===== src/rtl/lsu_pkg.sv =====
// Shared definitions for the load/store unit: RV32I funct3 codes, FSM state
// encoding and the access-size decode used by both the store and load paths.
package lsu_pkg;

    localparam logic [2:0] F3_B  = 3'b000;
    localparam logic [2:0] F3_H  = 3'b001;
    localparam logic [2:0] F3_W  = 3'b010;
    localparam logic [2:0] F3_BU = 3'b100;
    localparam logic [2:0] F3_HU = 3'b101;

    typedef enum logic [2:0] {
        ST_IDLE  = 3'd0,
        ST_READ  = 3'd1,
        ST_CAPT  = 3'd2,
        ST_WRITE = 3'd3,
        ST_DONE  = 3'd4
    } lsu_state_e;

    typedef enum logic [1:0] {
        SZ_B = 2'd0,
        SZ_H = 2'd1,
        SZ_W = 2'd2
    } lsu_size_e;

    // Reserved encodings 011/110/111 fall through to a full-word access.
    function automatic lsu_size_e f3_size(input logic [2:0] f3);
        case (f3)
            F3_B, F3_BU: return SZ_B;
            F3_H, F3_HU: return SZ_H;
            F3_W:        return SZ_W;
            default:     return SZ_W;
        endcase
    endfunction

endpackage


===== src/rtl/load_store_unit_if.sv =====
// Request/response handshake between the control FSM (master) and the
// load/store unit (slave).
interface load_store_unit_if #(
    parameter int ADDR_W = 32
);
    logic              req_valid;
    logic              req_ready;
    logic              req_write;
    logic [2:0]        req_funct3;
    logic [ADDR_W-1:0] req_addr;
    logic [31:0]       req_wdata;
    logic              rsp_valid;
    logic [31:0]       rsp_rdata;
    logic              rsp_fault;

    modport master (
        output req_valid, req_write, req_funct3, req_addr, req_wdata,
        input  req_ready, rsp_valid, rsp_rdata, rsp_fault
    );

    modport slave (
        input  req_valid, req_write, req_funct3, req_addr, req_wdata,
        output req_ready, rsp_valid, rsp_rdata, rsp_fault
    );
endinterface


===== src/rtl/lsu_load_align.sv =====
// Load lane select and sign/zero extension of a memory word (little-endian).
module lsu_load_align
    import lsu_pkg::*;
(
    input  logic [31:0] rdata,
    input  logic [1:0]  addr_lo,
    input  logic [2:0]  funct3,
    output logic [31:0] data
);

    logic [7:0]  lane_b;
    logic [15:0] lane_h;
    logic        sext;

    always_comb begin
        lane_b = rdata[8*addr_lo +: 8];
        lane_h = addr_lo[1] ? rdata[31:16] : rdata[15:0];
        sext   = ~funct3[2];
        case (f3_size(funct3))
            SZ_B:    data = {{24{sext & lane_b[7]}}, lane_b};
            SZ_H:    data = {{16{sext & lane_h[15]}}, lane_h};
            default: data = rdata;
        endcase
    end

endmodule


===== src/rtl/load_store_unit.sv =====
// RV32I load/store unit: word-wide memory cycles, read-modify-write for SB/SH.
// Optional LSU_MISALIGN_TRAP_EN: misaligned H/W accesses return rsp_fault without a memory cycle.
module load_store_unit
    import lsu_pkg::*;
#(
    parameter int ADDR_W    = 32,
    parameter int MEM_WORDS = 1024
) (
    input  logic              clk,
    input  logic              reset,
    load_store_unit_if.slave  bus,
    output logic              mem_we,
    output logic [ADDR_W-1:0] mem_addr,
    output logic [31:0]       mem_wdata,
    input  logic [31:0]       mem_rdata
);

    lsu_state_e        state, state_nxt;
    logic              write_q;
    logic [2:0]        funct3_q;
    logic [ADDR_W-1:0] addr_q;
    logic [31:0]       wdata_q;
    logic [31:0]       merge_q;
    logic [31:0]       rdata_q;
    logic              fault_q;

    logic              accept;
    logic              misalign;
    logic [31:0]       load_data;
    logic [31:0]       merged;

    assign accept = bus.req_valid && (state == ST_IDLE);

`ifdef LSU_MISALIGN_TRAP_EN
    always_comb begin
        misalign = 1'b0;
        case (f3_size(bus.req_funct3))
            SZ_H:    misalign = bus.req_addr[0];
            SZ_W:    misalign = |bus.req_addr[1:0];
            default: misalign = 1'b0;
        endcase
    end
`else
    assign misalign = 1'b0;
`endif

    lsu_load_align u_align (
        .rdata   (mem_rdata),
        .addr_lo (addr_q[1:0]),
        .funct3  (funct3_q),
        .data    (load_data)
    );

    // Sub-word store: drop the new lane into the word just read back.
    always_comb begin
        merged = mem_rdata;
        case (f3_size(funct3_q))
            SZ_B:    merged[8*addr_q[1:0] +: 8]  = wdata_q[7:0];
            SZ_H:    merged[16*addr_q[1] +: 16] = wdata_q[15:0];
            default: merged = mem_rdata;
        endcase
    end

    always_ff @(posedge clk or negedge reset) begin
        if (!reset) begin
            state    <= ST_IDLE;
            write_q  <= 1'b0;
            funct3_q <= 3'b000;
            addr_q   <= '0;
            wdata_q  <= 32'h0;
            merge_q  <= 32'h0;
            rdata_q  <= 32'h0;
            fault_q  <= 1'b0;
        end else begin
            state <= state_nxt;
            if (accept) begin
                write_q  <= bus.req_write;
                funct3_q <= bus.req_funct3;
                addr_q   <= bus.req_addr;
                wdata_q  <= bus.req_wdata;
                fault_q  <= misalign;
            end
            if (state == ST_CAPT) begin
                if (write_q) merge_q <= merged;
                else         rdata_q <= load_data;
            end
        end
    end

    always_comb begin
        state_nxt     = state;
        bus.req_ready = 1'b0;
        bus.rsp_valid = 1'b0;
        bus.rsp_fault = 1'b0;
        bus.rsp_rdata = rdata_q;
        mem_we        = 1'b0;
        mem_addr      = {addr_q[ADDR_W-1:2], 2'b00};
        mem_wdata     = (f3_size(funct3_q) == SZ_W) ? wdata_q : merge_q;
        case (state)
            ST_IDLE: begin
                bus.req_ready = 1'b1;
                if (bus.req_valid) begin
                    if (misalign)
                        state_nxt = ST_DONE;
                    else if (bus.req_write && (f3_size(bus.req_funct3) == SZ_W))
                        state_nxt = ST_WRITE;
                    else
                        state_nxt = ST_READ;
                end
            end
            ST_READ:  state_nxt = ST_CAPT;
            ST_CAPT:  state_nxt = write_q ? ST_WRITE : ST_DONE;
            ST_WRITE: begin
                mem_we    = 1'b1;
                state_nxt = ST_DONE;
            end
            ST_DONE: begin
                bus.rsp_valid = 1'b1;
                bus.rsp_fault = fault_q;
                state_nxt     = ST_IDLE;
            end
            default: state_nxt = ST_IDLE;
        endcase
    end

    // Memory has no range check; flag accesses beyond its depth in simulation.
    always_ff @(posedge clk) begin
        if (reset && (state == ST_READ || state == ST_WRITE))
            assert ({2'b00, addr_q[ADDR_W-1:2]} < ADDR_W'(MEM_WORDS));
    end

endmodule


===== src/flat_wrapper.sv =====
// flat-port wrapper written by rule: the top's interface ports become plain ports
module load_store_unit_flat import lsu_pkg::*;
#(
    parameter int ADDR_W    = 32,
    parameter int MEM_WORDS = 1024
)
  (clk, reset, mem_we, mem_addr, mem_wdata, mem_rdata, bus_req_valid, bus_req_write, bus_req_funct3, bus_req_addr, bus_req_wdata, bus_req_ready, bus_rsp_valid, bus_rsp_rdata, bus_rsp_fault);
  load_store_unit_if #(.ADDR_W(ADDR_W)) bus_i ();
  input  logic clk;
  input  logic reset;
  output logic mem_we;
  output logic [ADDR_W-1:0] mem_addr;
  output logic [31:0] mem_wdata;
  input  logic [31:0] mem_rdata;
  input wire logic [$bits(bus_i.req_valid)-1:0] bus_req_valid;
  input wire logic [$bits(bus_i.req_write)-1:0] bus_req_write;
  input wire logic [$bits(bus_i.req_funct3)-1:0] bus_req_funct3;
  input wire logic [$bits(bus_i.req_addr)-1:0] bus_req_addr;
  input wire logic [$bits(bus_i.req_wdata)-1:0] bus_req_wdata;
  output wire logic [$bits(bus_i.req_ready)-1:0] bus_req_ready;
  output wire logic [$bits(bus_i.rsp_valid)-1:0] bus_rsp_valid;
  output wire logic [$bits(bus_i.rsp_rdata)-1:0] bus_rsp_rdata;
  output wire logic [$bits(bus_i.rsp_fault)-1:0] bus_rsp_fault;
  assign bus_i.req_valid = bus_req_valid;
  assign bus_i.req_write = bus_req_write;
  assign bus_i.req_funct3 = bus_req_funct3;
  assign bus_i.req_addr = bus_req_addr;
  assign bus_i.req_wdata = bus_req_wdata;
  assign bus_req_ready = bus_i.req_ready;
  assign bus_rsp_valid = bus_i.rsp_valid;
  assign bus_rsp_rdata = bus_i.rsp_rdata;
  assign bus_rsp_fault = bus_i.rsp_fault;
  load_store_unit #(.ADDR_W(ADDR_W), .MEM_WORDS(MEM_WORDS)) u_core (.clk(clk), .reset(reset), .bus(bus_i), .mem_we(mem_we), .mem_addr(mem_addr), .mem_wdata(mem_wdata), .mem_rdata(mem_rdata));
endmodule

===== config.mk =====
export PLATFORM = sky130hd
export DESIGN_NAME = load_store_unit_flat
export DESIGN_NICKNAME = d
export VERILOG_FILES = /design/src/rtl/lsu_pkg.sv /design/src/rtl/load_store_unit_if.sv /design/src/rtl/lsu_load_align.sv /design/src/rtl/load_store_unit.sv /design/src/flat_wrapper.sv
export SDC_FILE = /design/constraint.sdc
export NUM_CORES = 1
export LEC_CHECK = 0
export ABC_CLOCK_PERIOD_IN_PS = 4450
export BUFFER_PORTS_ARGS = -buffer_cell sky130_fd_sc_hd__buf_2
export CAP_MARGIN = 20
export CORE_MARGIN = 4
export CORE_UTILIZATION = 55
export DETAILED_ROUTE_END_ITERATION = 10
export HOLD_SLACK_MARGIN = 0.08
export PLACE_DENSITY_LB_ADDON = 0.15
export REMOVE_ABC_BUFFERS = 1
export SLEW_MARGIN = 15
export SYNTH_ARGS = -nofsm -noshare
export SYNTH_HDL_FRONTEND = slang
export SYNTH_SLANG_ARGS = --single-unit

===== constraint.sdc =====
create_clock -name clk -period 4.45 [get_ports clk]
set_clock_uncertainty 0.2 [all_clocks]
set_input_delay 0.445 -clock clk [delete_from_list [all_inputs] [get_ports clk]]
set_output_delay 0.445 -clock clk [all_outputs]
set_load 0.05 [all_outputs]

## Word-level counts from Yosys, hierarchy flattened

Cells that the tools add are included.
W data, S select, Z words.

- Equality and inequality tests: 14
- Shifts and indexed selects: 5
- Multiplexer cells: 17
- Bitwise logic cells: 4
- $add $sub $neg: 2
- Reduce and logical (&&, ||, !) cells: 12

Operator list:

| kind | count |
|---|---|
| $pmux W32 S2 | 2 |
| $neg A5 Y34 | 2 |
| $bwmux W32 | 2 |
| $shift A16 B34 Y32 const A | 1 |
| $shift A8 B34 Y32 const A | 1 |
| $shiftx A16 B34 Y32 | 1 |
| $shiftx A8 B34 Y32 | 1 |
| $mux W32 | 1 |
| $shiftx A32 B6 Y8 | 1 |
| $mux W16 | 1 |
| $eq A3 B3 Y1 const B | 5 |
| $pmux W3 S4 | 1 |
| $eq A3 B1 Y1 const B | 3 |
| $logic_not A3 Y1 | 3 |
| $pmux W2 S2 | 2 |
| $reduce_or A2 Y1 | 4 |
| $eq A3 B2 Y1 const B | 2 |
| $mux W2 | 3 |
| $mux W3 | 2 |
| $eq A2 B2 Y1 const B | 2 |
| $reduce_and A2 Y1 | 2 |
| $mux W1 | 3 |
| $and A1 B1 Y1 | 2 |
| $eq A2 B1 Y1 const B | 1 |
| other kinds (4) | 6 |

- Word-level logic and storage cells: 61
- Input bits: 103
- Register bits: 135

## Depth between registers and ports, before layout

- Word-level depth: 10
- Depth in mapped cells: 9
- Depth with buffers taken out: 6

## Cells and area by module

Synthesis repeated with hierarchy kept, for this count alone.

- Cell total of the unflattened synthesis: 621
- Area, all modules: 7066.8 um^2

Modules (own cells, without submodules):

| module | times used | sequential area each (um^2) | area each (um^2) | cells an instance |
|---|---|---|---|---|
| load_store_unit | 1 | 3378.2 | 6337.3 | 492 |
| lsu_load_align | 1 | 0.0 | 729.4 | 129 |

## Worst setup path before layout

OpenSTA, ideal clock, no wires.

- Kind: register to register
- From: register u_core.addr_q[1]
- To: register u_core.merge_q[3]
- Arrival time: 2.471 ns
- Slack: 1.702 ns
- Data required time: 4.172 ns
- Library setup time: 0.078 ns
- Period minus slack after synthesis: 2.748 ns
- Stages on the path, launching flop included: 8
- Path through: dfrtp_1 > buf_2 > clkinv_1 > clkbuf_1 > ha_1 > nor4b_1 > a222oi_1 > a21oi_1

- Cells in the longest elaborated chain, start to end: 4
- Elaborated cells on any way between the ends: 9

Ends and longest elaborated chain:

| element | line | text |
|---|---|---|
| from (decl) | load_store_unit.sv:21 | `logic [ADDR_W-1:0] addr_q;` |
| from (signal assigned) | load_store_unit.sv:79 | `addr_q <= bus.req_addr;` |
| $neg A5 Y34, on equally long branches | load_store_unit.sv:59, load_store_unit.sv:58 |  |
| $shiftx A16 B34 Y32, or another cell as far along | load_store_unit.sv:59 | `SZ_H: merged[16*addr_q[1] +: 16] = wdata_q[15:0];` |
| $bwmux W32, on equally long branches | load_store_unit.sv:59, load_store_unit.sv:58 |  |
| $pmux W32 S2 (*) | load_store_unit.sv:57 | `case (f3_size(funct3_q))` |
| to (signal assigned) | load_store_unit.sv:84 | `if (write_q) merge_q <= merged;` |
| to (decl) | load_store_unit.sv:23 | `logic [31:0] merge_q;` |

Every way passes the cells marked *; elsewhere a longest branch is shown, timed or not.
A chain may end at the register's enable or synchronous reset.

## Worst setup path in the final report

- From: register u_core.funct3_q[1]
- To: output mem_wdata[0]

- Cells in the longest elaborated chain, start to end: 5
- Elaborated cells on any way between the ends: 9

Ends and longest elaborated chain:

| element | line | text |
|---|---|---|
| from (decl) | load_store_unit.sv:20 | `logic [2:0] funct3_q;` |
| from (signal assigned) | load_store_unit.sv:78 | `funct3_q <= bus.req_funct3;` |
| $eq A3 B1 Y1, or another cell as far along | lsu_pkg.sv:27 | `case (f3)` |
| $reduce_or A2 Y1 | lsu_pkg.sv:27 |  |
| $pmux W2 S2 (*) | lsu_pkg.sv:27 |  |
| $eq A2 B2 Y1 (*) | load_store_unit.sv:98 | `mem_wdata = (f3_size(funct3_q) == SZ_W) ? wdata_q : merge_q;` |
| $mux W32 (*) | load_store_unit.sv:98 |  |
| to (decl) | flat_wrapper.sv:13 | `output logic [31:0] mem_wdata;` |

Marked as above.

==> impl_metrics.json <==
{
  "power.density_cell_area_nw_per_um2": 917,
  "drt-pass1-iter-count": 7,
  "initial_utilization_pct": 56.9,
  "timing.critical_path.to": "mem_wdata[0]",
  "report.power.total_uw": 8260,
  "final-max-slew-violation-count": 0,
  "cp-start-kind": "register",
  "die_area_sq_um": 14400,
  "synth_top_flop_cell": "sky130_fd_sc_hd__dfrtp_1",
  "antenna_cells": 0,
  "r2r_end": "u_core.merge_q[3]$_DFFE_PN0P_",
  "finalHoldWorstSlack_ns": 0.0973,
  "design.portCount": 203,
  "worst-setup-path-type": "reg -> out",
  "yosys.cell_types.count": 51,
  "maxCapViolations": 0,
  "layout_min_cycle_time_ns": 3.19,
  "grt_pass1_wl_um": 31700,
  "first_drt_iteration_drcs": 756,
  "max_freq_mhz": 314,
  "yosys_warnings": 0,
  "p_leak_uw": 0.00407,
  "vias_per_cell": 5.84,
  "global_route.usage.total_pct": 28.0,
  "vdd.ir_drop.worst_mv": 0.707,
  "finalNetCount": 951,
  "total_number_of_vias": 5980,
  "routed_wire_length_per_instance_um": 19.6,
  "die_w_um": 120,
  "ctsRootBufferMaster": "sky130_fd_sc_hd__clkbuf_16",
  "outcome": "completed",
  "drive_gt1_share_pct": 41.5,
  "row_count": 40,
  "min-delay-path-class": "in -> reg",
  "postCtsSetupRepairBufs": 0,
  "finalSetupViolations": 0,
  "worst_setup_path_startpoint": "u_core.funct3_q[1]$_DFFE_PN0P_",
  "timing.critical_path.required_ns": 3.81,
  "syn_to_final_growth_pct": 30.1,
  "critical_path.reg2reg.startpoint": "u_core.funct3_q[1]$_DFFE_PN0P_",
  "chipHeight_um": 120,
  "critPathArrivalTime_ns": 2.54,
  "grt_setup_unrepaired": "false",
  "tightestPinTransition_ns": 1.06,
  "final-hold-violation-count": 0,
  "worst-r2r-setup-slack_ns": 1.63,
  "final_antenna_net_count": 0,
  "maxSlewHeadroom_pct": 29.0,
  "number_of_h_tree_levels": 4,
  "category_of_the_worst_setup_path_capture_point": "output pin",
  "grt_antenna_before_repair": 0,
  "synth_enable_flop_cells": 0,
  "buffer_ports.inserted": 199,
  "place_congestion": 0.925,
  "cts_buffers": 17,
  "number_of_synthesized_register_bits": 135,
  "final_min_period_over_clock_period_pct": 71.7,
  "cts_tree": "built",
  "worstSkewPairLatency_ns": 0.42,
  "postRouteWirelength_um": 20100,
  "largest_net_degree_at_the_start_of_global_routing": 109,
  "clock_sink_count": 135,
  "final_standard_cell_utilization_of_the_core_pct": 74.0,
  "yosysSeqAreaShare_pct": 48.8,
  "crit_fanout": 46,
  "fin_tns_setup_ns": 0,
  "max-clock-path-buffers": 2,
  "postSynth.asyncResetShare_pct": 100,
  "dpl-instance-area_sq_um": 7770,
  "finalInstanceArea_sq_um": 9000,
  "first_global_vias": 6022,
  "detailed_place_hpwl_um": 13200,
  "drcViolationCount": 0,
  "core_box_area_sq_um": 12200,
  "syn-instance-count": 625,
  "synth.avg_cell_area_sq_um": 11.1,
  "grt_overflow_total": 0,
  "r2r_cells": 4,
  "worst_setup_hold_path_clk_slew_ns": 0.06,
  "synth_area_sq_um": 6920
}
-- critical path, stage by stage, from the launching register on --
cell and delay, ns:
sky130_fd_sc_hd__dfrtp_2 0.98, sky130_fd_sc_hd__buf_4 0.53, sky130_fd_sc_hd__mux2_2 0.39, sky130_fd_sc_hd__buf_2 0.21
-- synthesized netlist by cell type, types with 4 or more instances --
| master | number | area (sq um) |
|---|---|---|
| sky130_fd_sc_hd__nor2_1 | 48 | 180 |
| sky130_fd_sc_hd__a22o_1 | 16 | 140 |
| sky130_fd_sc_hd__o21ai_0 | 21 | 105 |
| sky130_fd_sc_hd__nor2b_1 | 4 | 25.0 |
| sky130_fd_sc_hd__a22oi_1 | 21 | 158 |
| sky130_fd_sc_hd__mux2_2 | 103 | 1160 |
| sky130_fd_sc_hd__clkbuf_1 | 28 | 105 |
| sky130_fd_sc_hd__a222oi_1 | 23 | 230 |
| sky130_fd_sc_hd__a21o_1 | 5 | 37.5 |
| sky130_fd_sc_hd__nand2_1 | 37 | 139 |
| sky130_fd_sc_hd__o21a_1 | 4 | 30.0 |
| sky130_fd_sc_hd__nand3_1 | 32 | 160 |
| sky130_fd_sc_hd__buf_2 | 11 | 55.1 |
| sky130_fd_sc_hd__a21oi_1 | 39 | 195 |
| sky130_fd_sc_hd__dfrtp_1 | 135 | 3380 |
| sky130_fd_sc_hd__buf_4 | 34 | 255 |
| sky130_fd_sc_hd__nand2b_1 | 5 | 31.3 |
| sky130_fd_sc_hd__a31oi_1 | 5 | 31.3 |
| sky130_fd_sc_hd__ha_1 | 5 | 62.6 |
-- placed cells by master, fill, tap and decap left out, types with 2 or more instances in the layout --
cell type                       instances
sky130_fd_sc_hd__buf_2                198
sky130_fd_sc_hd__dfrtp_1              134
sky130_fd_sc_hd__mux2_2               103
sky130_fd_sc_hd__dlygate4sd3_1         68
sky130_fd_sc_hd__nor2_1                48
sky130_fd_sc_hd__a21oi_1               39
sky130_fd_sc_hd__nand2_1               37
sky130_fd_sc_hd__nand3_1               32
sky130_fd_sc_hd__a222oi_1              23
sky130_fd_sc_hd__o21ai_0               21
sky130_fd_sc_hd__a22oi_1               21
sky130_fd_sc_hd__clkbuf_16             17
sky130_fd_sc_hd__a22o_1                16
sky130_fd_sc_hd__clkinvlp_4             7
sky130_fd_sc_hd__buf_4                  7
sky130_fd_sc_hd__nand2b_1               5
sky130_fd_sc_hd__a31oi_1                5
sky130_fd_sc_hd__a21o_1                 5
sky130_fd_sc_hd__ha_1                   5
sky130_fd_sc_hd__nor2b_1                4
sky130_fd_sc_hd__o21a_1                 4
sky130_fd_sc_hd__clkinv_4               4
sky130_fd_sc_hd__a32oi_1                3
sky130_fd_sc_hd__o22a_1                 3
sky130_fd_sc_hd__a32o_1                 3
sky130_fd_sc_hd__conb_1                 3
sky130_fd_sc_hd__inv_1                  2
sky130_fd_sc_hd__nor3b_1                2
sky130_fd_sc_hd__o2bb2ai_1              2
sky130_fd_sc_hd__or2_2                  2
sky130_fd_sc_hd__nor4b_1                2
sky130_fd_sc_hd__mux2i_1                2
sky130_fd_sc_hd__clkinv_2               2
sky130_fd_sc_hd__buf_6                  2
-- cells by family after synthesis --
group                    count (synthesis)  synth area share (%)
adder cells (fa/ha/maj)                  5                 0.904
other                                    1                0.0542
AND/OR/NAND/NOR                        146                  10.3
buffers and inverters                   82                  6.81
multiplexers                           106                  17.4
AO/OA/AOI/OAI                          150                  15.7
flip-flops                             135                  48.8
-- repair_timing --
action                                 in CTS  in global routing
gates resized for setup                     0                  0
hold buffers                               68                  0
endpoints found under the hold margin     174                  0
-- final cells by class --
cell class | instances | area [sq um]
clock inverters | 14 | 106
well taps | 168 | 210
inverters | 3 | 11.3
fillers | 852 | 3160
repair buffers | 276 | 1770
clock buffers | 18 | 429
multi-input cells | 410 | 3100
flip-flops and latches | 135 | 3380
-- worst min path at each step --
stage | end | from | slack (ns) | depth (start not counted)
floorplan | u_core.addr_q[0]$_DFFE_PN0P_ | reset | -0.05 | 0
global placement | u_core.bus.rsp_rdata[21]$_DFFE_PN0P_ | u_core.bus.rsp_rdata[21]$_DFFE_PN0P_ | 0.27 | 2
detailed placement | u_core.bus.rsp_rdata[26]$_DFFE_PN0P_ | u_core.bus.rsp_rdata[26]$_DFFE_PN0P_ | 0.28 | 2
CTS | u_core.funct3_q[1]$_DFFE_PN0P_ | bus_req_funct3[1] | 0.08 | 3
global route | u_core.funct3_q[1]$_DFFE_PN0P_ | bus_req_funct3[1] | 0.1 | 3
finish | u_core.funct3_q[1]$_DFFE_PN0P_ | bus_req_funct3[1] | 0.1 | 3
-- metal layers --
| layer | up-vias | share of wire [%] | routed length, um | GRT usage, % |
|---|---|---|---|---|
| met3 | 29 | 8.7 | 1740 | 6.69 |
| met2 | 302 | 50 | 9940 | 45.6 |
| met5 | - | 0 | 0 | 0 |
| met1 | 2918 | 40 | 8050 | 37.2 |
| li1 | 2731 | - | - | - |
| met4 | 0 | 1.6 | 321 | 9.16 |
-- through the flow --
step,std cells,setup WS [ns]
floorplan,548,-1.74
finish,1024,1.26
CTS,1023,1.26
detailed placement,923,1.68
global route,1024,1.14
global placement,923,1.73
-- sequential cells by signal (all words and copies together) (netlist names) --
register / count
u_core.addr_q: 32
u_core.bus.rsp_rdata: 32
u_core.funct3_q: 3
u_core.merge_q: 32
u_core.state: 3
u_core.wdata_q: 32
u_core.write_q: 1
-- power breakdown --
| group | switching [uW] | internal, uW |
|---|---|---|
| Clock | 554 | 712 |
| Sequential | 549 | 1840 |
| Combinational | 3110 | 1490 |
| Total | 4210 | 4040 |
Note: power is estimated with default switching activity, not from simulation.
